--- src/rtl/time_set_ctrl.sv ---
// time_set_ctrl: mode/adjust button sequencer for setting an HH:MM:SS clock.
// Define TIME_SET_AUTO_REPEAT_EN to add auto-repeat on a held adjust button.
module time_set_ctrl #(
  parameter int HOLD_MS    = 500,
  parameter int REPEAT_MS  = 200,
  parameter int TIMEOUT_MS = 10000,
  parameter int BLINK_MS   = 250
) (
  input  logic       CP_1KHz,
  input  logic       nCR,
  input  logic       btn_mode,
  input  logic       btn_adj,
  output logic [1:0] sel,
  output logic       run_en,
  output logic       inc_hr,
  output logic       inc_min,
  output logic       clr_sec,
  output logic       blink
);
  // state   | meaning
  // RUN     | time counters running, nothing selected
  // SET_HR  | adj increments hours
  // SET_MIN | adj increments minutes
  // SET_SEC | adj clears seconds
  typedef enum logic [1:0] {RUN = 2'd0, SET_HR = 2'd1, SET_MIN = 2'd2, SET_SEC = 2'd3} state_t;

  localparam int M1 = (HOLD_MS > REPEAT_MS) ? HOLD_MS : REPEAT_MS;
  localparam int M2 = (TIMEOUT_MS > BLINK_MS) ? TIMEOUT_MS : BLINK_MS;
  localparam int M3 = (M1 > M2) ? M1 : M2;
  localparam int CW = ($clog2(M3) > 14) ? $clog2(M3) : 14;
  localparam logic [CW-1:0] IDLE_LD  = CW'(TIMEOUT_MS - 1);
  localparam logic [CW-1:0] BLINK_LD = CW'(BLINK_MS - 1);

  state_t        state_q, state_d;
  logic          mode_q, mode_d, mode_prev_q, mode_prev_d, mode_arm_q, mode_arm_d;
  logic          adj_q, adj_d, adj_prev_q, adj_prev_d, adj_arm_q, adj_arm_d;
  logic [CW-1:0] idle_q, idle_d, blink_cnt_q, blink_cnt_d;
  logic          blink_ph_q, blink_ph_d;
  logic          inc_hr_q, inc_hr_d, inc_min_q, inc_min_d, clr_sec_q, clr_sec_d;
  logic          blink_q, blink_d, run_en_q, run_en_d;
  logic          mode_press, adj_press, adj_ok, state_chg, rpt_fire, pulse;

  // The arm flags block a button held through reset from reading as a press.
  always_comb begin
    mode_d      = btn_mode;
    mode_prev_d = mode_q;
    mode_arm_d  = mode_arm_q | ~btn_mode;
    adj_d       = btn_adj;
    adj_prev_d  = adj_q;
    adj_arm_d   = adj_arm_q | ~btn_adj;
    mode_press  = mode_q & ~mode_prev_q & mode_arm_q;
    adj_press   = adj_q & ~adj_prev_q & adj_arm_q;
    adj_ok      = adj_press & ~mode_press & (state_q != RUN);
    state_d     = state_q;
    if (mode_press) begin
      case (state_q)
        RUN:     state_d = SET_HR;
        SET_HR:  state_d = SET_MIN;
        SET_MIN: state_d = SET_SEC;
        default: state_d = RUN;
      endcase
    end else if ((state_q != RUN) && (idle_q == '0)) begin
      state_d = RUN;
    end
    state_chg = (state_d != state_q);
  end

`ifdef TIME_SET_AUTO_REPEAT_EN
  localparam logic [CW-1:0] HOLD_LD = CW'(HOLD_MS - 1);
  localparam logic [CW-1:0] RPT_LD  = CW'(REPEAT_MS - 1);
  logic [CW-1:0] rpt_cnt_q, rpt_cnt_d;
  logic          rpt_act_q, rpt_act_d, rpt_state;

  always_comb begin
    rpt_cnt_d = rpt_cnt_q;
    rpt_act_d = rpt_act_q;
    rpt_fire  = 1'b0;
    rpt_state = (state_q == SET_HR) || (state_q == SET_MIN);
    if (mode_press || state_chg || !adj_q || !rpt_state) begin
      rpt_act_d = 1'b0;
      rpt_cnt_d = '0;
    end else if (adj_ok) begin
      rpt_act_d = 1'b1;
      rpt_cnt_d = HOLD_LD;
    end else if (rpt_act_q) begin
      if (rpt_cnt_q == '0) begin
        rpt_fire  = 1'b1;
        rpt_cnt_d = RPT_LD;
      end else begin
        rpt_cnt_d = rpt_cnt_q - CW'(1);
      end
    end
  end

  always_ff @(posedge CP_1KHz or negedge nCR) begin
    if (!nCR) begin
      rpt_cnt_q <= '0;
      rpt_act_q <= 1'b0;
    end else begin
      rpt_cnt_q <= rpt_cnt_d;
      rpt_act_q <= rpt_act_d;
    end
  end
`else
  assign rpt_fire = 1'b0;
`endif

  always_comb begin
    idle_d = idle_q;
    if (state_chg || mode_press || adj_press || adj_q || (state_q == RUN)) idle_d = IDLE_LD;
    else if (idle_q != '0) idle_d = idle_q - CW'(1);
    blink_cnt_d = blink_cnt_q;
    blink_ph_d  = blink_ph_q;
    if (state_chg || (state_q == RUN)) begin
      blink_cnt_d = BLINK_LD;
      blink_ph_d  = 1'b0;
    end else if (blink_cnt_q == '0) begin
      blink_cnt_d = BLINK_LD;
      blink_ph_d  = ~blink_ph_q;
    end else begin
      blink_cnt_d = blink_cnt_q - CW'(1);
    end
    pulse     = adj_ok | rpt_fire;
    inc_hr_d  = pulse & (state_q == SET_HR);
    inc_min_d = pulse & (state_q == SET_MIN);
    clr_sec_d = adj_ok & (state_q == SET_SEC);
    blink_d   = (state_d != RUN) & blink_ph_d & ~pulse;
    run_en_d  = (state_d == RUN);
  end

  always_ff @(posedge CP_1KHz or negedge nCR) begin
    if (!nCR) begin
      state_q     <= RUN;
      mode_q      <= 1'b0;
      mode_prev_q <= 1'b0;
      mode_arm_q  <= 1'b0;
      adj_q       <= 1'b0;
      adj_prev_q  <= 1'b0;
      adj_arm_q   <= 1'b0;
      idle_q      <= '0;
      blink_cnt_q <= '0;
      blink_ph_q  <= 1'b0;
      inc_hr_q    <= 1'b0;
      inc_min_q   <= 1'b0;
      clr_sec_q   <= 1'b0;
      blink_q     <= 1'b0;
      run_en_q    <= 1'b1;
    end else begin
      state_q     <= state_d;
      mode_q      <= mode_d;
      mode_prev_q <= mode_prev_d;
      mode_arm_q  <= mode_arm_d;
      adj_q       <= adj_d;
      adj_prev_q  <= adj_prev_d;
      adj_arm_q   <= adj_arm_d;
      idle_q      <= idle_d;
      blink_cnt_q <= blink_cnt_d;
      blink_ph_q  <= blink_ph_d;
      inc_hr_q    <= inc_hr_d;
      inc_min_q   <= inc_min_d;
      clr_sec_q   <= clr_sec_d;
      blink_q     <= blink_d;
      run_en_q    <= run_en_d;
    end
  end

  assign sel     = state_q;
  assign run_en  = run_en_q;
  assign inc_hr  = inc_hr_q;
  assign inc_min = inc_min_q;
  assign clr_sec = clr_sec_q;
  assign blink   = blink_q;
endmodule

--- config.mk ---
export PLATFORM = sky130hd
export DESIGN_NAME = time_set_ctrl
export DESIGN_NICKNAME = d
export VERILOG_FILES = /design/src/rtl/time_set_ctrl.sv
export SDC_FILE = /design/constraint.sdc
export NUM_CORES = 1
export LEC_CHECK = 0
export ABC_AREA = 0
export CAP_MARGIN = 25
export CORE_MARGIN = 1
export CORE_UTILIZATION = 55
export CTS_BUF_LIST = sky130_fd_sc_hd__clkbuf_8
export DETAILED_ROUTE_END_ITERATION = 7
export GPL_ROUTABILITY_DRIVEN = 0
export PLACE_DENSITY = 0.87
export REMOVE_ABC_BUFFERS = 1
export SLEW_MARGIN = 5
export SYNTH_ARGS = -nofsm -noshare
export SYNTH_HDL_FRONTEND = slang
export SYNTH_SLANG_ARGS = --single-unit
--- constraint.sdc ---
create_clock -name CP_1KHz -period 2.1 [get_ports CP_1KHz]
set_input_delay 0.21 -clock CP_1KHz [delete_from_list [all_inputs] [get_ports CP_1KHz]]
set_output_delay 0.21 -clock CP_1KHz [all_outputs]
set_load 0.01 [all_outputs]
After elaboration in Yosys (flattened, before gate mapping)
Cells that the tools add are included.
Word-level totals
  flip-flop bits (word level): 42
  input bits: 4
  logic and storage cells: 64
Operators by class
  $add $sub $neg: 2
  equal/unequal tests: 4
  multiplexer cells: 9
  bitwise logic cells: 20
  reduce and logical (&&, ||, !) cells: 14
Operator list (count)
  14-bit 2-to-1 mux: 4
  14-bit logical NOT: 2
  14-bit by 1-bit subtractor with 14-bit output, second input constant: 2
  14-bit nonzero test: 1
  1-bit AND: 11
  1-bit inverter: 7
  2-bit one-hot mux with 3 select lines: 1
  2-bit nonzero test: 3
  1-bit logical OR: 5
  2-bit == test, second input constant: 2
  2-bit logical NOT: 2
  2-bit 2-to-1 mux: 2
  2-bit by 1-bit == test with 1-bit output, second input constant: 1
  1-bit 2-to-1 mux: 2
  2-bit inequality test: 1
  1-bit bitwise OR: 2
  1-bit logical AND: 1

Depth between registers and ports, before layout
  word-level depth: 10
  mapped depth: 8

Least setup slack after synthesis
No wires, ideal clock.
  path type: register to register
  start: register state_q[0], in the netlist sel[0]
  end: register blink_cnt_q[0]
  library setup time: 131 ps
  data arrival time: 1986 ps
  required time: 1969 ps
  setup slack: -17 ps
  cell stages (with the launch flop): 9
  buffers on the path: 1
  period minus slack after synthesis: 2117 ps
  path through: dfrtp_1 -> inv_1 -> ha_1 -> xor2_1 -> o32ai_1 -> a22oi_1 -> a2bb2oi_2 -> buf_4 -> or3_1
Between the ends
  longest elaborated chain between the ends: 7
RTL lines
  start: declaration: RTL line 34  | state_t state_q, state_d;
  start signal: assignment: RTL line 149  | state_q <= state_d;
  parallel branches: the longest is 5 deep, another holds 2-bit one-hot mux with 3 select lines
  1-bit logical OR (*): RTL line 114  | if (state_chg || (state_q == RUN)) begin
  14-bit 2-to-1 mux (*): RTL line 114
  via blink_cnt_d[0]: RTL line 37  | logic [CW-1:0] idle_q, idle_d, blink_cnt_q, blink_cnt_d;
  end signal: assignment: RTL line 157  | blink_cnt_q <= blink_cnt_d;
  end: declaration: RTL line 37
Mark *: on every way through the listed nets, which the timed path passes.
A chain may end at the register's enable or synchronous reset.

Final worst setup path
  start: register state_q[1], in the netlist sel[1]
  end: register blink_cnt_q[3]
The elaborated chain is that of the path after synthesis.

==> results.cfg <==
[placed_design]
io_buffers = 10
dp_cells = 267
dpl.hpwl_um = 2640

[synthesis]
synthesis.area_um2 = 2080
synth_cell_types = 41
synth_edf_count = 0
ys.flop_type = dfrtp_1
yosys_warnings = 0
seq_area_frac_synth_pct = 50.6
syn_area_per_cell_um2 = 10.1
netlist_instances = 205
yosys_register_bits = 42
async_flop_share_pct = 100

[run]
maxCapViolations = 0

[min_path]
hold_class = in -> async

[floorplan]
coreArea_um2 = 3470
io-pin-count = 11
start_util_pct = 59.9
die_w_um = 63.5
die_area_um2 = 4030
die-height_um = 63.5
rows = 21

[clock_tree]
max-clock-path-buffers = 2
clkTransAtPathRegs_ns = 0.08
insertion_delay_ns = 0.29
cts_tree = built
clock-sinks = 42
cts_buffers = 5
htreeDepth = 2
cts.root.buffer_cell = clkbuf_8

[worst_setup_path]
crit_required_ns = 2.28
rr_worst_depth = 8
path_max_fanout = 13
end_kind = flip-flop
r2r_setup_slack_ns = 0.11
cp.arrival_ns = 2.17
worstReg2RegEnd = blink_cnt_q[3]
cp-start-kind = flip-flop
reg2reg_from = sel[1]
crit_type = reg -> reg
crit_path_start = sel[1]

[timing]
slew_headroom_pct = 69.3
post-route-period-util_pct = 94.7
finalMaxSlewViolations = 0
tightest_slew_ns = 0.456
hold_viol_final = 0
skew_ns = 0.00700
setup_viol = 0
tns_ns = 0
fmax_ghz = 0.503
fin_crit_ns = 1.99
rsz0062_at_grt = no

[pwr]
powerDensity_nw_per_um2 = 991
p_leak_nw = 0.980
ir_worst_vdd_uv = 640

[global_routing]
grt_usage_pct = 21.3
grt_pass1_vias = 1440
antenna_found_initial = 0
grt_max_degree = 30
grt_pass1_wl_um = 6610
overflow = 0

[routing]
num_vias = 1583
wirelength_um = 3780
ant_nets = 0
wire_per_inst_um = 13.7
drc_errors = 0
firstDrtPassIters = 4
drtIter0Drc = 100
viasPerCell = 5.71

[layout]
nFillCells = 260
drive_above_1_share_pct = 13.4
instances_no_fill = 277
synthToLayoutAreaGrowth_pct = 17.5
layout_common_cells = dfrtp_1 (41), nand2_1 (20), nor3_1 (19)
layout_commonest_cell = dfrtp_1
n_antenna_cell = 0
nets = 241

[run_status]
outcome = finished, final reports clean
-- Yosys cell counts, types with 3 or more instances --
master,count,area share (%)
dfrtp_1,41,49
nand2_1,20,3.6
ha_1,7,4.2
or4_1,4,1.4
nor3_1,19,4.6
or3_1,6,1.8
o211ai_1,4,1.4
nand2b_1,5,1.5
xnor2_1,10,4.2
nor2_1,16,2.9
nor4_1,3,0.90
inv_1,8,1.4
nand3_1,5,1.2
and2_1,5,1.5
o21ai_0,8,1.9
a21oi_1,6,1.4
xor2_1,8,3.4
-- kinds of logic (layout without fill, tap and decap cells) --
kind of cell | after synthesis | in the layout | synth area share, %
xor+xnor | 18 | 18 | 7.59
buf+inv | 13 | 39 | 2.65
flops | 42 | 42 | 50.6
fa+ha+maj | 7 | 7 | 4.21
compound gates | 31 | 31 | 9.87
simple gates | 94 | 94 | 25.0
-- per-layer routing --
layer,vias up,global-route usage [%],routed length (um)
met4,0,5.11,24
met1,757,28.7,1740
li1,771,-,-
met2,50,33.8,1810
met5,-,0,0
met3,5,5.98,204
-- cell type report --
cell class | instances | area, um2 | share of cell area [%]
clock buffer | 5 | 68.8 | 2.82
clock inverter | 3 | 41.3 | 1.69
tap | 46 | 57.6 | 2.36
multi-input combinational | 150 | 996 | 40.8
sequential | 42 | 1050 | 43.1
timing repair buffer | 23 | 195 | 8.00
inverter | 8 | 30.0 | 1.23
-- metrics by stage --
stage	setup slack (ns)	util [%]	hold slack [ns]	power (W)	instance area (um2)
2_1_floorplan	0.0538	-	-0.0856	0.00145	2050
3_3_place_gp	0.0859	66.0	0.130	0.00169	2290
3_5_place_dp	-0.0112	66.0	0.129	0.00172	2290
4_1_cts	0.0397	69.8	0.339	0.00239	2420
5_1_grt	0.00338	70.4	0.367	0.00256	2440
6_report	0.112	70.4	0.336	0.00242	2440
-- worst max path at each step --
stage	slack, ns	end
CTS	0.04	blink_cnt_q[3]
global route	0.003	blink_cnt_q[3]
global placement	0.09	blink_cnt_q[7]
finish	0.11	blink_cnt_q[3]
detailed placement	-0.01	blink_cnt_q[3]
floorplan	0.05	blink_cnt_q[7]
-- report_power, final --
part / total (W) / internal, W / switching (W) / leakage, nW
Clock: 0.000620 / 0.000350 / 0.000271 / 0.0556
Sequential: 0.000986 / 0.000904 / 0.0000821 / 0.489
Combinational: 0.000813 / 0.000387 / 0.000427 / 0.435
Total: 0.00242 / 0.00164 / 0.000780 / 0.980
-- critical path, cell delays in order, from the launching register on --
cell       delay, ns
dfrtp_1         0.42
inv_2           0.09
ha_4            0.30
nand2b_1        0.07
o32ai_2         0.22
a22oi_2         0.10
a2bb2oi_2       0.14
buf_4           0.18
or3_1           0.36
-- what timing repair did --
item | 4_1_cts | 5_1_grt
hold endpoints to repair | 13 | 0
setup buffers | 0 | 1
gates resized for setup | 1 | 3
hold buffers | 1 | 0
setup endpoints to repair | 4 | 4
pin swaps | 0 | 1
Power figures use the tool's default switching activity.
